File: src/rtl/i2c_slave_if.sv
// i2c_slave_if: bus-side and byte-level user signals of the I2C target
// slave modport: target view (bus levels and user controls in, line drives and status out)
// master modport: bus/user side view, the mirror of slave
interface i2c_slave_if;
  logic       scl_in;
  logic       sda_in;
  logic       scl_out;
  logic       sda_out;
  logic [7:0] rx_dat;
  logic       rx_vld;
  logic       rx_nack;
  logic [7:0] tx_dat;
  logic       tx_vld;
  logic       tx_req;
  logic       sel;
  logic       rnw;
  logic       sta;
  logic       sto;
  modport slave (
    input  scl_in, sda_in, rx_nack, tx_dat, tx_vld,
    output scl_out, sda_out, rx_dat, rx_vld, tx_req, sel, rnw, sta, sto
  );
  modport master (
    output scl_in, sda_in, rx_nack, tx_dat, tx_vld,
    input  scl_out, sda_out, rx_dat, rx_vld, tx_req, sel, rnw, sta, sto
  );
endinterface

File: src/rtl/i2c_slave.sv
// i2c_slave: I2C target with input filtering, START/STOP detection, 7-bit address match, byte rx/tx
// Ports: clk, rst (sync, active-high), bus (i2c_slave_if.slave):
//   scl_in/sda_in bus levels, scl_out/sda_out open-drain drives (1 = release),
//   rx_dat/rx_vld/rx_nack write-byte interface, tx_dat/tx_vld/tx_req read-byte interface,
//   sel/rnw selection status, sta/sto START and STOP pulses.
// Option: define I2C_SLAVE_STRETCH_EN to hold SCL low at each read byte until tx_vld.
module i2c_slave #(
  parameter logic [6:0] I2C_ADDR = 7'h2a,
  parameter int         FILT_LEN = 3
) (
  input logic        clk,
  input logic        rst,
  i2c_slave_if.slave bus
);
  localparam int CW = FILT_LEN > 1 ? $clog2(FILT_LEN) : 1;
  typedef enum logic [2:0] {IDLE, ADDR, AACK, WRX, WACK, RTX, RACK, WSTOP} state_t;
  // index 0 = SCL, index 1 = SDA
  logic [1:0]    raw, s1_q, s2_q, f_q, fp_q;
  logic [CW-1:0] cnt_q [2];
  logic scl_rise, scl_fall, start, stop, sda_f;
  assign raw = {bus.sda_in, bus.scl_in};
  always_ff @(posedge clk) begin
    if (rst) begin
      s1_q <= 2'b11;
      s2_q <= 2'b11;
      f_q  <= 2'b11;
      fp_q <= 2'b11;
      for (int i = 0; i < 2; i++) cnt_q[i] <= '0;
    end else begin
      s1_q <= raw;
      s2_q <= s1_q;
      fp_q <= f_q;
      // a new level is accepted only after FILT_LEN consecutive equal samples
      for (int i = 0; i < 2; i++)
        if (s2_q[i] == f_q[i]) cnt_q[i] <= '0;
        else if (cnt_q[i] == CW'(FILT_LEN - 1)) begin
          f_q[i]   <= s2_q[i];
          cnt_q[i] <= '0;
        end else cnt_q[i] <= cnt_q[i] + CW'(1);
    end
  end
  assign sda_f    = f_q[1];
  assign scl_rise = f_q[0] & ~fp_q[0];
  assign scl_fall = ~f_q[0] & fp_q[0];
  assign start    = f_q[0] & fp_q[0] & ~f_q[1] & fp_q[1];
  assign stop     = f_q[0] & fp_q[0] & f_q[1] & ~fp_q[1];
  state_t     state_q, state_d;
  logic [2:0] bcnt_q, bcnt_d;
  logic [7:0] sr_q, sr_d, rx_dat_q, rx_dat_d, byte_in;
  logic sda_q, sda_d, sel_q, sel_d, rnw_q, rnw_d, ack_q, ack_d, ph_q, ph_d;
  logic rx_vld_q, rx_vld_d, tx_req_q, tx_req_d, sta_q, sta_d, sto_q, sto_d, ld;
`ifdef I2C_SLAVE_STRETCH_EN
  logic scl_q, scl_d, str_q, str_d;
`endif
  assign byte_in = {sr_q[6:0], sda_f};
  always_ff @(posedge clk) begin
    if (rst) begin
      state_q  <= IDLE;
      bcnt_q   <= '0;
      sr_q     <= '0;
      sda_q    <= 1'b1;
      sel_q    <= 1'b0;
      rnw_q    <= 1'b0;
      ack_q    <= 1'b0;
      ph_q     <= 1'b0;
      rx_dat_q <= '0;
      rx_vld_q <= 1'b0;
      tx_req_q <= 1'b0;
      sta_q    <= 1'b0;
      sto_q    <= 1'b0;
`ifdef I2C_SLAVE_STRETCH_EN
      scl_q    <= 1'b1;
      str_q    <= 1'b0;
`endif
    end else begin
      state_q  <= state_d;
      bcnt_q   <= bcnt_d;
      sr_q     <= sr_d;
      sda_q    <= sda_d;
      sel_q    <= sel_d;
      rnw_q    <= rnw_d;
      ack_q    <= ack_d;
      ph_q     <= ph_d;
      rx_dat_q <= rx_dat_d;
      rx_vld_q <= rx_vld_d;
      tx_req_q <= tx_req_d;
      sta_q    <= sta_d;
      sto_q    <= sto_d;
`ifdef I2C_SLAVE_STRETCH_EN
      scl_q    <= scl_d;
      str_q    <= str_d;
`endif
    end
  end
  always_comb begin
    state_d  = state_q;
    bcnt_d   = bcnt_q;
    sr_d     = sr_q;
    sda_d    = sda_q;
    sel_d    = sel_q;
    rnw_d    = rnw_q;
    ack_d    = ack_q;
    ph_d     = ph_q;
    rx_dat_d = rx_dat_q;
    rx_vld_d = 1'b0;
    tx_req_d = 1'b0;
    sta_d    = 1'b0;
    sto_d    = 1'b0;
    ld       = 1'b0;
`ifdef I2C_SLAVE_STRETCH_EN
    scl_d    = scl_q;
    str_d    = str_q;
`endif
    if (start) begin
      state_d = ADDR;
      bcnt_d  = 3'd7;
      sta_d   = 1'b1;
      sel_d   = 1'b0;
      sda_d   = 1'b1;
      ph_d    = 1'b0;
`ifdef I2C_SLAVE_STRETCH_EN
      scl_d   = 1'b1;
      str_d   = 1'b0;
`endif
    end else if (stop) begin
      state_d = IDLE;
      sto_d   = 1'b1;
      sel_d   = 1'b0;
      sda_d   = 1'b1;
`ifdef I2C_SLAVE_STRETCH_EN
      scl_d   = 1'b1;
      str_d   = 1'b0;
`endif
    end else
      case (state_q)
        ADDR: if (scl_rise) begin
          sr_d   = byte_in;
          bcnt_d = bcnt_q - 3'd1;
          if (bcnt_q == 3'd0) begin
            state_d  = byte_in[7:1] == I2C_ADDR ? AACK : WSTOP;
            rnw_d    = byte_in[7:1] == I2C_ADDR ? byte_in[0] : rnw_q;
            tx_req_d = byte_in[7:1] == I2C_ADDR && byte_in[0];
            ph_d     = 1'b0;
          end
        end
        // first fall drives ACK, second fall ends the ACK bit
        AACK: if (scl_fall) begin
          ph_d = ~ph_q;
          if (!ph_q) begin
            sda_d = 1'b0;
            sel_d = 1'b1;
          end else begin
            bcnt_d  = 3'd7;
            state_d = rnw_q ? RTX : WRX;
            sda_d   = 1'b1;
            ld      = rnw_q;
          end
        end
        WRX: if (scl_rise) begin
          sr_d   = byte_in;
          bcnt_d = bcnt_q - 3'd1;
          if (bcnt_q == 3'd0) begin
            rx_dat_d = byte_in;
            rx_vld_d = 1'b1;
            ack_d    = ~bus.rx_nack;
            state_d  = WACK;
            ph_d     = 1'b0;
          end
        end
        WACK: if (scl_fall) begin
          ph_d  = ~ph_q;
          sda_d = ph_q ? 1'b1 : ~ack_q;
          if (ph_q) begin
            bcnt_d  = 3'd7;
            state_d = ack_q ? WRX : WSTOP;
          end
        end
        RTX: begin
`ifdef I2C_SLAVE_STRETCH_EN
          if (str_q) begin
            if (bus.tx_vld) begin
              sr_d  = bus.tx_dat;
              sda_d = bus.tx_dat[7];
              scl_d = 1'b1;
              str_d = 1'b0;
            end
          end else
`endif
          if (scl_fall) begin
            sda_d   = bcnt_q == 3'd0 ? 1'b1 : sr_q[6];
            sr_d    = {sr_q[6:0], 1'b0};
            bcnt_d  = bcnt_q - 3'd1;
            state_d = bcnt_q == 3'd0 ? RACK : RTX;
          end
        end
        RACK:
          if (scl_rise) begin
            state_d  = sda_f ? WSTOP : RACK;
            tx_req_d = ~sda_f;
          end else if (scl_fall) begin
            bcnt_d  = 3'd7;
            state_d = RTX;
            ld      = 1'b1;
          end
        default: ;
      endcase
    if (ld) begin
`ifdef I2C_SLAVE_STRETCH_EN
      sda_d = 1'b1;
      scl_d = 1'b0;
      str_d = 1'b1;
`else
      sr_d  = bus.tx_dat;
      sda_d = bus.tx_dat[7];
`endif
    end
  end
`ifdef I2C_SLAVE_STRETCH_EN
  assign bus.scl_out = scl_q;
`else
  assign bus.scl_out = 1'b1;
`endif
  assign bus.sda_out = sda_q;
  assign bus.rx_dat  = rx_dat_q;
  assign bus.rx_vld  = rx_vld_q;
  assign bus.tx_req  = tx_req_q;
  assign bus.sel     = sel_q;
  assign bus.rnw     = rnw_q;
  assign bus.sta     = sta_q;
  assign bus.sto     = sto_q;
endmodule
File: src/flat_wrapper.sv
// flat-port wrapper written by rule: the top's interface ports become plain ports
module i2c_slave_flat 
#(
  parameter logic [6:0] I2C_ADDR = 7'h2a,
  parameter int         FILT_LEN = 3
)
  (clk, rst, bus_scl_in, bus_sda_in, bus_rx_nack, bus_tx_dat, bus_tx_vld, bus_scl_out, bus_sda_out, bus_rx_dat, bus_rx_vld, bus_tx_req, bus_sel, bus_rnw, bus_sta, bus_sto);
  i2c_slave_if bus_i ();
  input logic clk;
  input logic rst;
  input wire logic [$bits(bus_i.scl_in)-1:0] bus_scl_in;
  input wire logic [$bits(bus_i.sda_in)-1:0] bus_sda_in;
  input wire logic [$bits(bus_i.rx_nack)-1:0] bus_rx_nack;
  input wire logic [$bits(bus_i.tx_dat)-1:0] bus_tx_dat;
  input wire logic [$bits(bus_i.tx_vld)-1:0] bus_tx_vld;
  output wire logic [$bits(bus_i.scl_out)-1:0] bus_scl_out;
  output wire logic [$bits(bus_i.sda_out)-1:0] bus_sda_out;
  output wire logic [$bits(bus_i.rx_dat)-1:0] bus_rx_dat;
  output wire logic [$bits(bus_i.rx_vld)-1:0] bus_rx_vld;
  output wire logic [$bits(bus_i.tx_req)-1:0] bus_tx_req;
  output wire logic [$bits(bus_i.sel)-1:0] bus_sel;
  output wire logic [$bits(bus_i.rnw)-1:0] bus_rnw;
  output wire logic [$bits(bus_i.sta)-1:0] bus_sta;
  output wire logic [$bits(bus_i.sto)-1:0] bus_sto;
  assign bus_i.scl_in = bus_scl_in;
  assign bus_i.sda_in = bus_sda_in;
  assign bus_i.rx_nack = bus_rx_nack;
  assign bus_i.tx_dat = bus_tx_dat;
  assign bus_i.tx_vld = bus_tx_vld;
  assign bus_scl_out = bus_i.scl_out;
  assign bus_sda_out = bus_i.sda_out;
  assign bus_rx_dat = bus_i.rx_dat;
  assign bus_rx_vld = bus_i.rx_vld;
  assign bus_tx_req = bus_i.tx_req;
  assign bus_sel = bus_i.sel;
  assign bus_rnw = bus_i.rnw;
  assign bus_sta = bus_i.sta;
  assign bus_sto = bus_i.sto;
  i2c_slave #(.I2C_ADDR(I2C_ADDR), .FILT_LEN(FILT_LEN)) u_core (.clk(clk), .rst(rst), .bus(bus_i));
endmodule
File: config.mk
export PLATFORM = sky130hd
export DESIGN_NAME = i2c_slave_flat
export DESIGN_NICKNAME = d
export VERILOG_FILES = /design/src/rtl/i2c_slave_if.sv /design/src/rtl/i2c_slave.sv /design/src/flat_wrapper.sv
export SDC_FILE = /design/constraint.sdc
export NUM_CORES = 1
export LEC_CHECK = 0
export BUFFER_PORTS_ARGS = -buffer_cell sky130_fd_sc_hd__buf_2
export CAP_MARGIN = 30
export CORE_MARGIN = 8
export CORE_UTILIZATION = 45
export CTS_CLUSTER_DIAMETER = 30
export DETAILED_ROUTE_END_ITERATION = 8
export PLACE_DENSITY = 0.7
export SYNTH_ARGS = -nofsm -noshare
export SYNTH_HDL_FRONTEND = slang
export SYNTH_SLANG_ARGS = --single-unit
File: constraint.sdc
create_clock -name clk -period 2.6 [get_ports clk]
set_input_delay 0.13 -clock clk [delete_from_list [all_inputs] [get_ports clk]]
set_output_delay 0.13 -clock clk [all_outputs]
set_load 0.01 [all_outputs]
Word-level counts from Yosys, hierarchy flattened:

Memory sizes are Yosys's and may differ from the RTL's.
Index checks and enable logic that the tools add are counted.

* register bits: 38
* latch bits: 0
* RAM bits: 4
* bits in read-only memories: 0
* input port bits: 14
* word-level logic and storage cells: 213
* memories kept: 1

* add/subtract/negate cells: 3
* $mul: 0
* divide/modulo/power cells: 0
* order comparisons: 0
* equal/unequal tests: 48
* shift-type cells: 0
* mux-type cells: 92
* bitwise logic cells: 26
* reduce and logical (&&, ||, !) cells: 24

Memory list
* u_core.cnt_q: words 2, width 2, rd ports 2, clocked after memory_dff 0, write ports 2, RTL line i2c_slave.sv:19 `logic [CW-1:0] cnt_q [2];`

Operator list (number)
* $mux 3: 22
* $mux 1: 51
* $ne 4x1->1 const B: 9
* $mux 7: 5
* $ne 2x1->1 const B: 13
* $ne 3x1->1 const B: 8
* $reduce_and 11->1: 2
* $ne 5x1->1 const B: 4
* $pmux 3 s6: 1
* $reduce_and 5->1: 3
* $mux 2: 7
* $pmux 7 s2: 1
* $not 1->1: 13
* $pmux 3 s4: 1
* $reduce_bool 6->1: 2
* $eq 3x3->1 const B: 3
* $reduce_and 8->1: 1
* $reduce_bool 8->1: 1
* $and 1x1->1: 7
* $eq 7x6->1 const B: 1
* $eq 3x2->1 const B: 2
* $or 1x1->1: 6
* $pmux 1 s2: 3
* $reduce_and 6->1: 1
* other kinds (19): 26

Depth between registers and ports, before layout:

Gate-level depths: netlist of run 1.

* depth in word-level cells: 9
* mapped depth: 8

Least setup slack after synthesis of run 1:

OpenSTA, ideal clock, no wires.

* kind: reg-to-reg
* start point: register u_core.state_q[1]
* end point: register u_core.state_q[0]
* setup time: 116 ps
* arrival: 1749 ps
* data required time: 2484 ps
* path slack: 736 ps
* cell stages (with the launch flop): 8
* buffers on the path: 1
* clock period less this slack: 1864 ps
* cells stage by stage: dfxtp_1 buf_2 inv_1 ha_1 a21oi_1 o32ai_2 o21ai_0 a31o_1

* longest elaborated chain between the ends: 4
* elaborated cells on any way between the ends: 21
* classes of those cells: eq/ne (16); mux (3); reduce/logical (2)

RTL lines
* from (decl): RTL line i2c_slave.sv:47 `state_t state_q, state_d;`
* from (signal assigned): RTL line i2c_slave.sv:76 `state_q <= state_d;`
* $eq 3x3->1, or another cell as far along: RTL line i2c_slave.sv:135 `case (state_q)`
* $pmux 3 s6: RTL line i2c_slave.sv:135
* $mux 1: RTL line i2c_slave.sv:125 `end else if (stop) begin`
* $mux 1: RTL line i2c_slave.sv:114 `if (start) begin`

Parallel ways exist; a longest one is shown, timed or not.
A chain may end at the register's enable or synchronous reset.

Worst setup path in the final report of run 1:

* start point: register u_core.state_q[2]
* end point: register u_core.state_q[0]

Same word-level chain as after synthesis.

==> impl_metrics.env, run 1 <==
export IMPL_nFillCells=448
export IMPL_ys_flop_type="dfxtp_1"
export IMPL_yosysMostFrequentCell="dfxtp_1"
export IMPL_slew_violations=0
export IMPL_numClockSinks=42
export IMPL_grt_overflow_total=0
export IMPL_rr_startpoint="u_core.state_q[2]$_SDFFE_PP0P_"
export IMPL_ir_worst_vdd_v=0.000322
export IMPL_hold_start="bus_sda_in"
export IMPL_grt_max_degree=32
export IMPL_cp_arrival_ns=2.16
export IMPL_fp_coreArea_mm2=0.00460
export IMPL_r2r_slack_ns=0.63
export IMPL_dieWidth_um=84.2
export IMPL_synth_seq_area_share=0.421
export IMPL_fp_dieArea_mm2=0.00708
export IMPL_slew_headroom=0.577
export IMPL_status="complete, no violations"
export IMPL_fmax_mhz=508
export IMPL_synthTopCellsByArea="dfxtp_1 36%, mux2i_1 6.7%, nor2_1 6.3%, edfxtp_1 5.7%, a21oi_1 3.8%"
export IMPL_hold_viol_final=0
export IMPL_worstPathRequired_ns=2.79
export IMPL_io_pins=30
export IMPL_grt_use_met2=0.198
export IMPL_setup_viol=0
export IMPL_postSynthCellCount=232
export IMPL_routedWlPerCell_um=14.3
export IMPL_cts_reportedPaths_clkPinSlew_ns=0.08
export IMPL_crit_type="reg2reg"
export IMPL_grt_pass1_vias=1662
export IMPL_hold_depth=2
export IMPL_drc=0
export IMPL_synth_top_area_cell="dfxtp_1"
export IMPL_wirelength_um=4500
export IMPL_io_buffers=27
export IMPL_numCtsBuffers=5
export IMPL_endpoint_kind="flip-flop"
export IMPL_fin_ws_ns=0.631
export IMPL_worst_r2r_endpoint="u_core.state_q[0]$_SDFFE_PP0P_"
export IMPL_clock_skew_ns=0.00325
export IMPL_finalWeightedCongestion=0.929
export IMPL_cpPeakStageDelay_ns=0.73
export IMPL_area_growth_pct=11.7
export IMPL_grt_pass1_wl_um=7770
export IMPL_synth_seq_cells=42
export IMPL_async_reset_ff_frac=0
export IMPL_tritoncts="yes"
export IMPL_cts_buffer_depth=2
export IMPL_clk_latency_ns=0.30
export IMPL_initial_core_util=0.455
export IMPL_drtAntennaViolNets=0
export IMPL_antenna_found_initial=0
export IMPL_crit_fanout=18
export IMPL_finish_net_count=279
export IMPL_cpMaxStageDelayCell="dfxtp_1"
export IMPL_drt_iter0_drc=153
export IMPL_vias=1735
export IMPL_rows=25
export IMPL_netlist_area_mm2=0.00209
export IMPL_worst_slew_pin_slew_ns=0.634
export IMPL_rr_worst_depth=6
export IMPL_p_per_area_mw_per_mm2=732
export IMPL_cts_resized=0
export IMPL_startpoint_type="flip-flop"
export IMPL_gr_usage_met1=0.162
export IMPL_grt_total_usage=0.132
export IMPL_drive_above_1_share=0.207
export IMPL_routed_via_density=5.51
export IMPL_worstHoldPathType="in2reg"
export IMPL_synth_top_cells_by_count="38 x dfxtp_1, 35 x nor2_1, 16 x a21oi_1"
export IMPL_grt_setup_unrepaired="false"
export IMPL_dr_pass1_iters=4
export IMPL_busiest_layer="met2"
export IMPL_min_to="u_core.s1_q[1]$_SDFF_PP1_"
export IMPL_synth_top_area_frac=0.364
export IMPL_fin_tns_setup_ns=0
export IMPL_gr_usage_met3=0.0465
export IMPL_place_worst_setup_slack_ns=0.646
export IMPL_ys_types=54
export IMPL_p_leak_nw=0.934
export IMPL_synth_edf_count=4
export IMPL_cts_root_buffer="clkbuf_8"
export IMPL_drv_cap=0
export IMPL_post_route_period_util=0.757
export IMPL_dp_hpwl_um=3250
export IMPL_h_tree_depth=2
export IMPL_path_cells="ha_1 -> a21oi_1 -> o32ai_2 -> a21oi_4 -> nand3_1 -> a31o_1"
export IMPL_avgSynthCellArea_um2=9.01
export IMPL_multiInputGateArea_mm2=0.00110
export IMPL_min_period_ns=1.97
export IMPL_regArea_um2=881
export IMPL_diodes=0
export IMPL_die_h_um=84.2
export IMPL_synth_warnings=0
## flip-flops by register name (all words and copies together) (netlist names)
register / cells
u_core.sr_q: 7
u_core.bus.sda_out: 1
u_core.s1_q: 2
u_core.bus.sto: 1
u_core.bus.tx_req: 1
u_core.cnt_q: 4
u_core.bus.sta: 1
u_core.bus.rx_vld: 1
u_core.ack_q: 1
u_core.s2_q: 2
u_core.bus.rx_dat: 8
u_core.bus.rnw: 1
u_core.ph_q: 1
u_core.state_q: 3
u_core.f_q: 2
u_core.bcnt_q: 3
u_core.bus.sel: 1
u_core.fp_q: 2
## worst max-delay path by stage
stage                                   start                        endpoint  slack (ns)  depth (start not counted)
4_1_cts        u_core.state_q[2]$_SDFFE_PP0P_  u_core.state_q[0]$_SDFFE_PP0P_        0.64                          6
3_3_place_gp   u_core.state_q[2]$_SDFFE_PP0P_  u_core.state_q[0]$_SDFFE_PP0P_        0.66                          6
5_1_grt        u_core.state_q[2]$_SDFFE_PP0P_  u_core.state_q[2]$_SDFFE_PP0P_        0.44                          6
2_1_floorplan  u_core.state_q[1]$_SDFFE_PP0P_  u_core.state_q[0]$_SDFFE_PP0P_        0.74                          7
3_5_place_dp   u_core.state_q[2]$_SDFFE_PP0P_  u_core.state_q[0]$_SDFFE_PP0P_        0.65                          6
6_report       u_core.state_q[2]$_SDFFE_PP0P_  u_core.state_q[0]$_SDFFE_PP0P_        0.63                          6
## layout by cell type, fill, tap and decap left out, types with 3 or more instances in the layout
cell type,count
ha_1,5
nand2_1,11
nor2b_1,4
dfxtp_1,38
o21ai_0,7
nor3_1,3
a31oi_1,3
edfxtp_1,4
mux2i_1,14
inv_1,8
a22oi_1,6
a211oi_1,3
and3_1,3
or3_1,3
xnor2_1,3
a21oi_1,16
conb_1,5
buf_2,27
nand3_1,4
nor4_1,3
clkbuf_8,5
nor2_1,35
o211ai_1,4
or2_2,6
buf_4,3
## critical path: cells and delay by family (launching register included)
kind	cells	cell delay, ns
adders and majority gates	1	0.39
and+or+nand+nor	1	0.09
AOI/OAI and AO/OA	4	0.66
DFF	1	0.73
## power breakdown
group	total [mW]	leakage, nW	switching, mW	internal [mW]
combinational	0.563	0.541	0.331	0.232
sequential	0.731	0.349	0.0479	0.683
clock	0.416	0.0432	0.226	0.190
## layout make-up
class | instances | share of cell area
tap | 54 | 0.0289
clock buffer | 6 | 0.0311
sequential | 42 | 0.377
timing repair buffer | 31 | 0.0718
multi-input combinational | 171 | 0.471
clock inverter | 2 | 0.00536
inverter | 9 | 0.0145
## layer usage
metal | vias up | wire length [um]
met2 | 65 | 1940
li1 | 878 | -
met5 | - | 0
met1 | 780 | 2020
met3 | 12 | 404
met4 | 0 | 131
## logic make-up after synthesis
kind of cell / after synthesis / synth area share
fa+ha+maj: 5 / 0.0299
mux: 16 / 0.0778
simple gates: 88 / 0.222
compound gates: 54 / 0.175
other cells: 1 / 0.00179
flops: 42 / 0.421
xor+xnor: 3 / 0.0126
buf+inv: 23 / 0.0592
## through the flow
step / instances / cell area [um^2] / utilization / hold WS [ns] / power (mW)
6_report: 315 / 2340 / 0.508 / 0.0125 / 1.71
4_1_cts: 314 / 2330 / 0.506 / 0.00165 / 1.72
5_1_grt: 315 / 2340 / 0.508 / 0.0125 / 1.82
2_1_floorplan: 236 / 2110 / - / 0.226 / 1.20
3_5_place_dp: 306 / 2240 / 0.487 / 0.319 / 1.30
3_3_place_gp: 306 / 2240 / 0.487 / 0.311 / 1.30
## repair_timing
item	CTS	global route
hold buffers	0	1
buffers inserted	0	0
setup endpoints to repair	0	0
endpoints found under the hold margin	0	1
(Power assumes the default switching activity.)
==> run 2, diff against run 1 <==
--- a/config.mk
+++ b/config.mk
@@ -11,7 +11,7 @@
 export CORE_UTILIZATION = 45
 export CTS_CLUSTER_DIAMETER = 30
 export DETAILED_ROUTE_END_ITERATION = 8
-export PLACE_DENSITY = 0.7
+export PLACE_DENSITY = 0.73
 export SYNTH_ARGS = -nofsm -noshare
 export SYNTH_HDL_FRONTEND = slang
 export SYNTH_SLANG_ARGS = --single-unit
==> constraint.sdc (replaced) <==
create_clock -name clk -period 1.6 [get_ports clk]
set_input_delay 0.08 -clock clk [delete_from_list [all_inputs] [get_ports clk]]
set_output_delay 0.08 -clock clk [all_outputs]
set_load 0.01 [all_outputs]
==> run 2 against run 1 <==
  * The run now ends with setup timing left
  * Final area up 21%
  * Critical path type unchanged
  * Hold slack better by 0.051 ns
  * Combinational power rose to 2.6 times the previous value
  * Sequential cell count unchanged
  * Global-route usage up 1.8 points
  * Final cell count up 13%
==> impl_metrics.env, run 2 (synthesis results as in run 1) <==
export IMPL_drt_iter0_drc=113
export IMPL_dieWidth_um=84.2
export IMPL_clockPowerShare=0.207
export IMPL_cp_top_family="simple AND/OR/NAND/NOR gates"
export IMPL_clock_skew_ns=0.00605
export IMPL_ir_worst_vdd_v=0.000521
export IMPL_diodes=0
export IMPL_p_leak_nw=1.17
export IMPL_layout_common_cells="42 x buf_4, 35 x nor2_1, 33 x dfxtp_1"
export IMPL_die_h_um=84.2
export IMPL_cp_arrival_ns=1.89
export IMPL_routedWlPerCell_um=15.2
export IMPL_worstPathRequired_ns=1.80
export IMPL_fp_coreArea_mm2=0.00460
export IMPL_crit_fanout=2
export IMPL_violations="setup timing"
export IMPL_worstHoldPathType="in2reg"
export IMPL_area_growth_pct=34.8
export IMPL_cp_num_buf_inv=1
export IMPL_seqPwrFrac=0.358
export IMPL_largest_reg_flops=8
export IMPL_routed_via_density=5.36
export IMPL_status="complete, but fails checks"
export IMPL_h_tree_depth=2
export IMPL_fmax_mhz=590
export IMPL_p_per_area_mw_per_mm2=1190
export IMPL_io_buffers=27
export IMPL_endpoint_kind="flip-flop"
export IMPL_setup_viol=4
export IMPL_cpMaxStageDelayCell="mux2_1"
export IMPL_finish_net_count=321
export IMPL_cts_reportedPaths_clkPinSlew_ns=0.09
export IMPL_internal_power_mw=2.15
export IMPL_post_route_period_util=1.06
export IMPL_crit_type="reg2reg"
export IMPL_startpoint_type="flip-flop"
export IMPL_slew_violations=0
export IMPL_cts_root_buffer="clkbuf_8"
export IMPL_dr_pass1_iters=4
export IMPL_wirelength_um=5440
export IMPL_grt_pass1_vias=1956
export IMPL_fin_ws_ns=-0.0939
export IMPL_cts_buffer_depth=2
export IMPL_dp_hpwl_um=3890
export IMPL_nFillCells=396
export IMPL_clk_latency_ns=0.30
export IMPL_drtAntennaViolNets=0
export IMPL_drc=0
export IMPL_vias=1913
export IMPL_hold_viol_final=0
export IMPL_drive_above_1_share=0.393
export IMPL_drv_cap=0
export IMPL_place_area_mm2=0.00258
export IMPL_grt_setup_unrepaired="true"
export IMPL_initial_core_util=0.455
export IMPL_grt_overflow_total=0
export IMPL_place_worst_setup_slack_ns=-0.0536
export IMPL_grt_total_usage=0.150
export IMPL_numCtsBuffers=5
export IMPL_fp_dieArea_mm2=0.00708
export IMPL_cpPeakStageDelay_ns=0.36
export IMPL_swShare=0.361
export IMPL_path_cells="inv_2 -> ha_4 -> nor2b_4 -> nand3_2 -> a311oi_2 -> mux2_1 -> and3_1"
export IMPL_regArea_um2=897
export IMPL_p_switching_mw=1.22
export IMPL_comb_power_share=0.435
export IMPL_grt_max_degree=23
export IMPL_numClockSinks=42
export IMPL_tritoncts="yes"
export IMPL_grt_pass1_wl_um=8820
export IMPL_mostFrequentLayoutCell="buf_4"
export IMPL_io_pins=30
export IMPL_min_period_ns=1.69
export IMPL_antenna_found_initial=0
export IMPL_multiInputGateArea_mm2=0.00123
export IMPL_final_area_mm2=0.00282
export IMPL_rows=25
export IMPL_finalWeightedCongestion=0.914
run 2: final timing paths:
kind / from / slack, ns / to / cells after the start
max: u_core.bcnt_q[1]$_SDFFE_PP0P_ / -0.09 / u_core.ph_q$_SDFFE_PP0P_ / 7
min: bus_tx_dat[3] / 0.06 / u_core.sr_q[3]$_SDFFE_PP0P_ / 3
max reg2reg: u_core.bcnt_q[1]$_SDFFE_PP0P_ / -0.09 / u_core.ph_q$_SDFFE_PP0P_ / 7
min reg2reg: u_core.s1_q[0]$_SDFF_PP1_ / 0.41 / u_core.s2_q[0]$_SDFF_PP1_ / 1
run 2: per-stage QoR:
stage | setup TNS, ns | total power [mW] | util | cells | hold slack [ns]
floorplan | 0 | 2.03 | - | 236 | 0.176
global placement | -0.354 | 2.44 | 0.560 | 344 | 0.262
detailed placement | -0.331 | 2.45 | 0.560 | 344 | 0.266
CTS | -0.121 | 3.25 | 0.597 | 355 | 0.0581
global route | -0.796 | 3.54 | 0.613 | 357 | 0.0765
finish | -0.269 | 3.37 | 0.613 | 357 | 0.0639
run 2: what timing repair did:
| item | 4_1_cts | 5_1_grt |
|---|---|---|
| endpoints found under the hold margin | 3 | 0 |
| buffers inserted | 0 | 2 |
| resized for setup | 12 | 13 |
| pin swaps | 2 | 5 |
| endpoints found under the setup margin | 19 | 24 |
| cloned | 0 | 0 |
| hold buffers | 3 | 0 |
run 2: cell type report:
type	count	share of cell area
flip-flops and latches	42	0.318
clock inverters	3	0.00710
well taps	54	0.0240
multi-input cells	171	0.436
repair buffers	73	0.178
inverters	9	0.0129
clock buffers	5	0.0244
run 2: power by group through the flow:
| stage | logic [mW] | registers [mW] | clock network [mW] |
|---|---|---|---|
| finish | 1.46 | 1.21 | 0.699 |
| global route | 1.58 | 1.21 | 0.755 |
| CTS | 1.33 | 1.20 | 0.710 |
| detailed placement | 1.23 | 1.22 | 0 |
| global placement | 1.22 | 1.22 | 0 |
| floorplan | 0.857 | 1.18 | 0 |
run 2: worst min-delay path: cells and delay by family:
family	cells	cell delay (ns)
AOI/OAI and AO/OA	2	0.17
buffers and inverters	1	0.07
run 2: layer usage:
metal / wire [um] / global-route usage
met3: 329 / 0.0387
met1: 2540 / 0.183
met2: 2480 / 0.249
met5: 0 / 0
met4: 85 / 0.0518
